[src/rtl/aes3_pkg.sv]
// Shared types and constants for the AES3 subframe deframer.
// Field states, slot lengths and the channel-status CRC step.
package aes3_pkg;

  typedef enum logic [2:0] {
    HUNT, AUX, DATA, VALID, USER, CHAN, PARITY
  } field_state_t;

  localparam int AUX_LEN  = 4;
  localparam int DATA_LEN = 20;
  localparam int SF_LEN   = AUX_LEN + DATA_LEN + 4;

  localparam logic [7:0] CS_CRC_POLY_REF = 8'hB8;
  localparam logic [7:0] CS_CRC_INIT     = 8'hFF;

  function automatic logic [7:0] crc8_step(
    input logic [7:0] crc,
    input logic       d
  );
    return (crc >> 1) ^ ((crc[0] ^ d) ? CS_CRC_POLY_REF : 8'h00);
  endfunction

endpackage

[src/rtl/aes3_subframe_deframer_crc.sv]
// Bit-serial reflected CRC-8 over one channel's status bits.
// init has priority over a bit arriving on the same cycle.
module cs_crc8_serial
  import aes3_pkg::*;
(
  input  logic       clk,
  input  logic       rst,
  input  logic       init,
  input  logic       bit_v,
  input  logic       bit_d,
  output logic [7:0] crc
);

  always_ff @(posedge clk) begin
    if (rst || init)
      crc <= CS_CRC_INIT;
    else if (bit_v)
      crc <= crc8_step(crc, bit_d);
  end

endmodule

[src/rtl/aes3_subframe_deframer.sv]
// AES3/S/PDIF subframe deframer: sample records, position tracking,
// per-channel channel-status block assembly with CRC check.
module aes3_subframe_deframer
  import aes3_pkg::*;
#(
  parameter  int SAMPLE_W     = 24,
  parameter  int NUM_CH       = 2,
  parameter  int BLOCK_FRAMES = 192,
  localparam int CH_W = (NUM_CH > 1) ? $clog2(NUM_CH) : 1,
  localparam int FR_W = $clog2(BLOCK_FRAMES)
)(
  input  logic                    clk,
  input  logic                    rst,
  input  logic                    vin,
  input  logic                    din,
  input  logic                    sof,
  input  logic                    block_start,
  output logic                    sample_vout,
  output logic [SAMPLE_W-1:0]     sample_data,
  output logic [3:0]              sample_aux,
  output logic [CH_W-1:0]         sample_ch,
  output logic                    sample_v,
  output logic                    sample_u,
  output logic                    parity_err,
  output logic                    cs_vout,
  output logic [CH_W-1:0]         cs_ch,
  output logic [BLOCK_FRAMES-1:0] cs_data,
  output logic                    cs_crc_err,
  output logic [FR_W-1:0]         frame_idx,
  output logic                    locked,
  output logic                    sync_err
);

  localparam int V_POS = AUX_LEN + DATA_LEN;

  field_state_t state, state_n;
  logic [4:0] cnt, cnt_n;
  logic [SF_LEN-2:0] sr;
  logic [SF_LEN-1:0] word;
  logic take, done, viol, bs, abort;
  logic last_fr, ch_wrap, c_bit;
  logic [CH_W-1:0] ch_idx;
  logic [NUM_CH-1:0][BLOCK_FRAMES-1:0] cs_sr;
  logic [NUM_CH-1:0][7:0] crc;
  logic [NUM_CH-1:0] crc_init, crc_bit;
  logic [BLOCK_FRAMES-1:0] cs_word;
  logic [7:0] crc_next;

  // word is the full subframe when the parity bit is on din
  assign word    = {din, sr};
  assign c_bit   = word[V_POS+2];
  assign bs      = vin & sof & block_start;
  assign last_fr = frame_idx == FR_W'(BLOCK_FRAMES-1);
  assign ch_wrap = ch_idx == CH_W'(NUM_CH-1);
  assign abort   = bs & locked &
                   ((frame_idx != '0) | (ch_idx != '0));
  assign crc_next = crc8_step(crc[ch_idx], c_bit);

  always_comb begin
    cs_word = cs_sr[ch_idx];
    cs_word[frame_idx] = c_bit;
  end

  for (genvar c = 0; c < NUM_CH; c++) begin : g_crc
    assign crc_bit[c]  = done & locked &
                         (ch_idx == CH_W'(c));
    assign crc_init[c] = bs | (crc_bit[c] & last_fr);
    cs_crc8_serial u_crc (
      .clk   (clk),
      .rst   (rst),
      .init  (crc_init[c]),
      .bit_v (crc_bit[c]),
      .bit_d (c_bit),
      .crc   (crc[c])
    );
  end

  always_comb begin
    state_n = state;
    cnt_n   = cnt;
    take    = 1'b0;
    done    = 1'b0;
    viol    = 1'b0;
    if (vin && sof) begin
      viol    = state != HUNT;
      take    = 1'b1;
      state_n = AUX;
      cnt_n   = 5'd1;
    end else if (vin) begin
      unique case (state)
        HUNT: begin
        end
        AUX: begin
          take = 1'b1;
          if (cnt == 5'(AUX_LEN-1)) begin
            state_n = DATA;
            cnt_n   = '0;
          end else begin
            cnt_n = cnt + 5'd1;
          end
        end
        DATA: begin
          take = 1'b1;
          if (cnt == 5'(DATA_LEN-1)) begin
            state_n = VALID;
            cnt_n   = '0;
          end else begin
            cnt_n = cnt + 5'd1;
          end
        end
        VALID: begin
          take    = 1'b1;
          state_n = USER;
        end
        USER: begin
          take    = 1'b1;
          state_n = CHAN;
        end
        CHAN: begin
          take    = 1'b1;
          state_n = PARITY;
        end
        PARITY: begin
          done    = 1'b1;
          state_n = HUNT;
        end
      endcase
    end
  end

  always_ff @(posedge clk) begin
    if (rst) begin
      state       <= HUNT;
      cnt         <= '0;
      sr          <= '0;
      ch_idx      <= '0;
      frame_idx   <= '0;
      locked      <= 1'b0;
      cs_sr       <= '0;
      sample_vout <= 1'b0;
      sample_data <= '0;
      sample_aux  <= '0;
      sample_ch   <= '0;
      sample_v    <= 1'b0;
      sample_u    <= 1'b0;
      parity_err  <= 1'b0;
      cs_vout     <= 1'b0;
      cs_ch       <= '0;
      cs_data     <= '0;
      cs_crc_err  <= 1'b0;
      sync_err    <= 1'b0;
    end else begin
      state       <= state_n;
      cnt         <= cnt_n;
      sample_vout <= done;
      cs_vout     <= done & locked & last_fr;
      sync_err    <= viol | abort;
      if (take)
        sr <= word[SF_LEN-1:1];
      if (done) begin
        sample_data <= word[V_POS-1 -: SAMPLE_W];
        sample_aux  <= word[AUX_LEN-1:0];
        sample_ch   <= ch_idx;
        sample_v    <= word[V_POS];
        sample_u    <= word[V_POS+1];
        parity_err  <= ^word;
        ch_idx      <= ch_wrap ? '0 : ch_idx + 1'b1;
        if (ch_wrap)
          frame_idx <= last_fr ? '0 : frame_idx + 1'b1;
        if (locked)
          cs_sr[ch_idx][frame_idx] <= c_bit;
        if (locked && last_fr) begin
          cs_ch      <= ch_idx;
          cs_data    <= cs_word;
          cs_crc_err <= crc_next != 8'h00;
        end
      end
      // block_start realigns position and drops any partial block
      if (bs) begin
        ch_idx    <= '0;
        frame_idx <= '0;
        locked    <= 1'b1;
      end
    end
  end

endmodule
[config.mk]
export PLATFORM = sky130hd
export DESIGN_NAME = aes3_subframe_deframer
export DESIGN_NICKNAME = d
export VERILOG_FILES = /design/src/rtl/aes3_pkg.sv /design/src/rtl/aes3_subframe_deframer_crc.sv /design/src/rtl/aes3_subframe_deframer.sv
export SDC_FILE = /design/constraint.sdc
export NUM_CORES = 2
export LEC_CHECK = 0
export CAP_MARGIN = 0
export CORE_MARGIN = 2
export CORE_UTILIZATION = 60
export CTS_BUF_LIST = sky130_fd_sc_hd__clkbuf_4
export CTS_CLUSTER_DIAMETER = 200
export DETAILED_ROUTE_END_ITERATION = 7
export HOLD_SLACK_MARGIN = 0.08
export PLACE_DENSITY = 0.84
export SYNTH_ARGS = -nofsm -noshare
export SYNTH_HDL_FRONTEND = slang
export SYNTH_SLANG_ARGS = --single-unit
[constraint.sdc]
create_clock -name clk -period 2.35 [get_ports clk]
set_input_delay 0.47 -clock clk [delete_from_list [all_inputs] [get_ports clk]]
set_output_delay 0.47 -clock clk [all_outputs]
set_load 0.05 [all_outputs]
==> summary.txt <==
Run status
  – Status: complete, no violations

Power
  – Pint: 16.17 mW
  – Clock share of power: 44.7%
  – Static Leakage: 12.43 nW
  – Sw Pwr: 5.248 mW
  – Switching share of power: 24.51%
  – Worst vdd ir: 0.3798 mV
  – Power density cells: 579.9 mW/mm^2
  – Final Total Pwr: 21.41 mW
  – Sequential group share of total power: 52.9%
  – Logic pwr share: 2.4%

Timing
  – Tmin final: 2.339 ns
  – Worst hold margin: 0.1763 ns
  – Rel. slew slack: 49.22%
  – Max Freq: 0.4275 GHz
  – Final hold vios: 0
  – Fin Clk Skew: 0.05866 ns
  – Final setup TNS: 0 ns
  – Final setup violation count: 0
  – Max Slew Vio Count: 0
  – Transition time of the tightest slew-check pin: 0.7616 ns
  – Tcrit/Tclk final: 99.53%

Worst setup path
  – Setup crit end kind: output port
  – Reg-to-reg slack, setup: 0.10 ns
  – Worst Path Buf+Inv: 1
  – Critical path's top delay family: buffers and inverters
  – Worst reg-to-reg path cell count: 8
  – Critical path endpoint: cs_data[104]
  – Critical Path Start: cs_data[104]
  – Worst EP arrival: 1.87 ns
  – Max stage delay on crit path: 0.41 ns
  – CP startpoint kind: register
  – Max Fanout on Critical Path: 2
  – Reg-to-Reg End: cs_sr[255]
  – Crit-path cells: clkdlybuf4s18_2
  – Worst Path Required: 1.88 ns
  – RR Startpoint: frame_idx[0]
  – Crit-path slowest cell: clkdlybuf4s18_2
  – Crit. path cell count: 1
  – Kind of critical path: register to output port

Yosys
  – Primary FF master, synth: dfxtp_1
  – Yosys warns: 0
  – Netlist Area Pre-Place: 0.03053 sq mm
  – Post-synth top cells: nand2_1 (703), dfxtp_1 (668), a21oi_1 (642), nand3_1 (405), o21ai_0 (391)
  – Most frequent cell after synthesis: nand2_1
  – FF+latch count, synth: 668
  – Top post-synthesis cells by area: dfxtp_1 (44%), a21oi_1 (11%), nand2_1 (8.6%), nand3_1 (6.6%), o21ai_0 (6.4%)
  – Mapped Avg Cell Area: 7.793 sq um
  – Cell accounting for the most synthesized area: dfxtp_1
  – EDFF count, synth: 0
  – Part of the Yosys area used for sequential elements: 43.80%
  – Yosys top cell area share: 43.80%
  – Async SR Flop Fraction: 0%
  – Netlist cell types: 54
  – Post-Syn Instances: 3918
  – Syn_nets: 3929

Routing
  – Detailed Route WL: 99980 um
  – ANT nets after route: 0
  – Wirelength per Cell: 20.19 um
  – DR vias: 30961
  – Residual DRC: 0
  – Length of the first detailed-routing pass in iterations: 6
  – Via density: 6.251
  – Initial DRC count: 4418

Final layout
  – Fill cells: 3727
  – Footprint of the multi-input gates: 0.01555 sq mm
  – Nets: 4173
  – Layout area overhead: 20.95%
  – Final instance area: 0.03693 sq mm
  – Layout cells sized above 1: 18.41%
  – Reg area: 0.01340 sq mm

Clock network
  – Root Driver: clkbuf_4
  – H-tree levels: 4
  – CTS tree: done
  – Num CTS Buffers: 168
  – Reg clk slew, reported paths: 0.07 ns
  – Max Root-Sink Buffers: 3
  – # clock sinks: 668
  – Clk Latency, worst-skew pair: 1.09 ns

Floorplanning
  – Die X: 229.6 um
  – Row cnt: 82
  – Initial Utilization: 60.86%
  – Die height: 229.6 um
  – I/O Pins: 244
  – Core Region: 0.05017 sq mm
  – DIE AREA: 0.05271 sq mm

Place
  – Placed inst area: 0.03464 sq mm
  – Routability congestion estimate: 0.8984
  – PortBufs: 243
  – Post-DP HPWL: 61260 um

GRT
  – Largest net degree at the start of global routing: 146
  – First-pass GRT wire length: 154800 um
  – Initial antenna violation count: 3
  – GR Overflow Total: 0
  – Vias in the first global route: 28632
  – All-Layer GR Usage: 36.51%

Hold path
  – Hold crit path type: input pin to register

Flow run
  – Max Cap Viol: 0
## power groups by stage
stage               logic, mW  clock network, mW  registers [mW]
global route            0.536               10.3            11.3
CTS                     0.490               9.63            11.3
detailed placement      0.486                  0            11.6
floorplan               0.365                  0            11.6
finish                  0.507               9.58            11.3
global placement        0.487                  0            11.6
## logic make-up after synthesis
group | share of synthesized area [%]
compound gates | 22.72
xor+xnor | 1.238
fa+ha+maj | 0.2049
buf+inv | 5.709
flops | 43.80
mux | 6.327
simple gates | 20.00
## worst register-to-register path, cell delays in order, from the launching register on
cell and delay (ns):
dfxtp_1 0.46, ha_1 0.21, nand3_1 0.10, buf_4 0.18, nor3_1 0.46, nand2_1 0.19, buf_4 0.21, o21ai_0 0.19
a21oi_1 0.09
## flip-flops by register name (all words and copies together), names as in the netlist
| register | flops |
|---|---|
| parity_err | 1 |
| cs_crc_err | 1 |
| locked | 1 |
| frame_idx | 8 |
| sample_data | 24 |
| sr | 27 |
| cnt | 5 |
| sample_ch | 1 |
| cs_sr | 382 |
| cs_vout | 1 |
| sample_v | 1 |
| sample_vout | 1 |
| g_crc.u_crc.crc | 16 |
| state | 3 |
| sync_err | 1 |
| ch_idx | 1 |
| cs_ch | 1 |
| cs_data | 192 |
| sample_u | 1 |
## per-layer routing
metal / GRT usage, % / wire length [um] / up-vias
met5: 0 / 0 / -
met4: 22.63 / 5876 / 0
met3: 11.11 / 11920 / 383
met2: 55.27 / 44920 / 1898
met1: 45.48 / 37270 / 14384
li1: - / - / 14296
## final cells by class
| cell class | instances | area share (%) |
|---|---|---|
| Tap cell | 672 | 2.277 |
| Sequential cell | 668 | 36.28 |
| Antenna cell | 6 | 0.04066 |
| Multi-Input combinational cell | 2860 | 42.12 |
| Timing Repair Buffer | 460 | 13.79 |
| Inverter | 4 | 0.04066 |
| Clock inverter | 45 | 0.6133 |
| Clock buffer | 238 | 4.839 |
## worst min-delay path by stage
stage / from / end / slack [ns] / cells past startpoint
2_1_floorplan: cs_sr[175] / cs_sr[175] / 0.45 / 2
3_3_place_gp: cs_data[98] / cs_data[98] / 0.44 / 2
3_5_place_dp: cs_data[97] / cs_data[97] / 0.44 / 2
4_1_cts: block_start / locked / 0.13 / 3
5_1_grt: block_start / sync_err / 0.17 / 3
6_report: block_start / locked / 0.18 / 3
## layout by cell type, fill, tap and decap left out, drive strengths merged, types with 6 or more instances in the layout
master,Yosys,final
o211ai,198,198
and3,9,9
buf,115,234
nand3,405,405
clkinv,0,35
clkbuf,271,241
dfxtp,668,668
xor2,9,9
nand2,703,703
diode,0,6
nand3b,13,13
nor3b,7,7
a21oi,642,642
inv,4,7
clkinvlp,0,6
and3b,8,8
xnor2,29,29
o21ai,392,392
nor2,188,188
nand4,8,8
mux2i,193,193
clkdlybuf4s15,0,213
## what timing repair did
action	4_1_cts	5_1_grt
endpoints found under the hold margin	148	0
hold buffers	2	0
resized for setup	717	21
buffers inserted	0	2
setup endpoints to repair	236	15
## through the flow
stage / setup WS [ns] / util (%) / std cells
after detailed placement: -0.2767 / 69.04 / 4662
after global routing: -0.003078 / 73.59 / 4950
final: 0.01107 / 73.60 / 4953
after floorplan: 0.01099 / - / 3918
after CTS: 0.00003775 / 73.60 / 4945
after global placement: -0.2612 / 69.04 / 4662
Power figures use the tool's default switching activity.
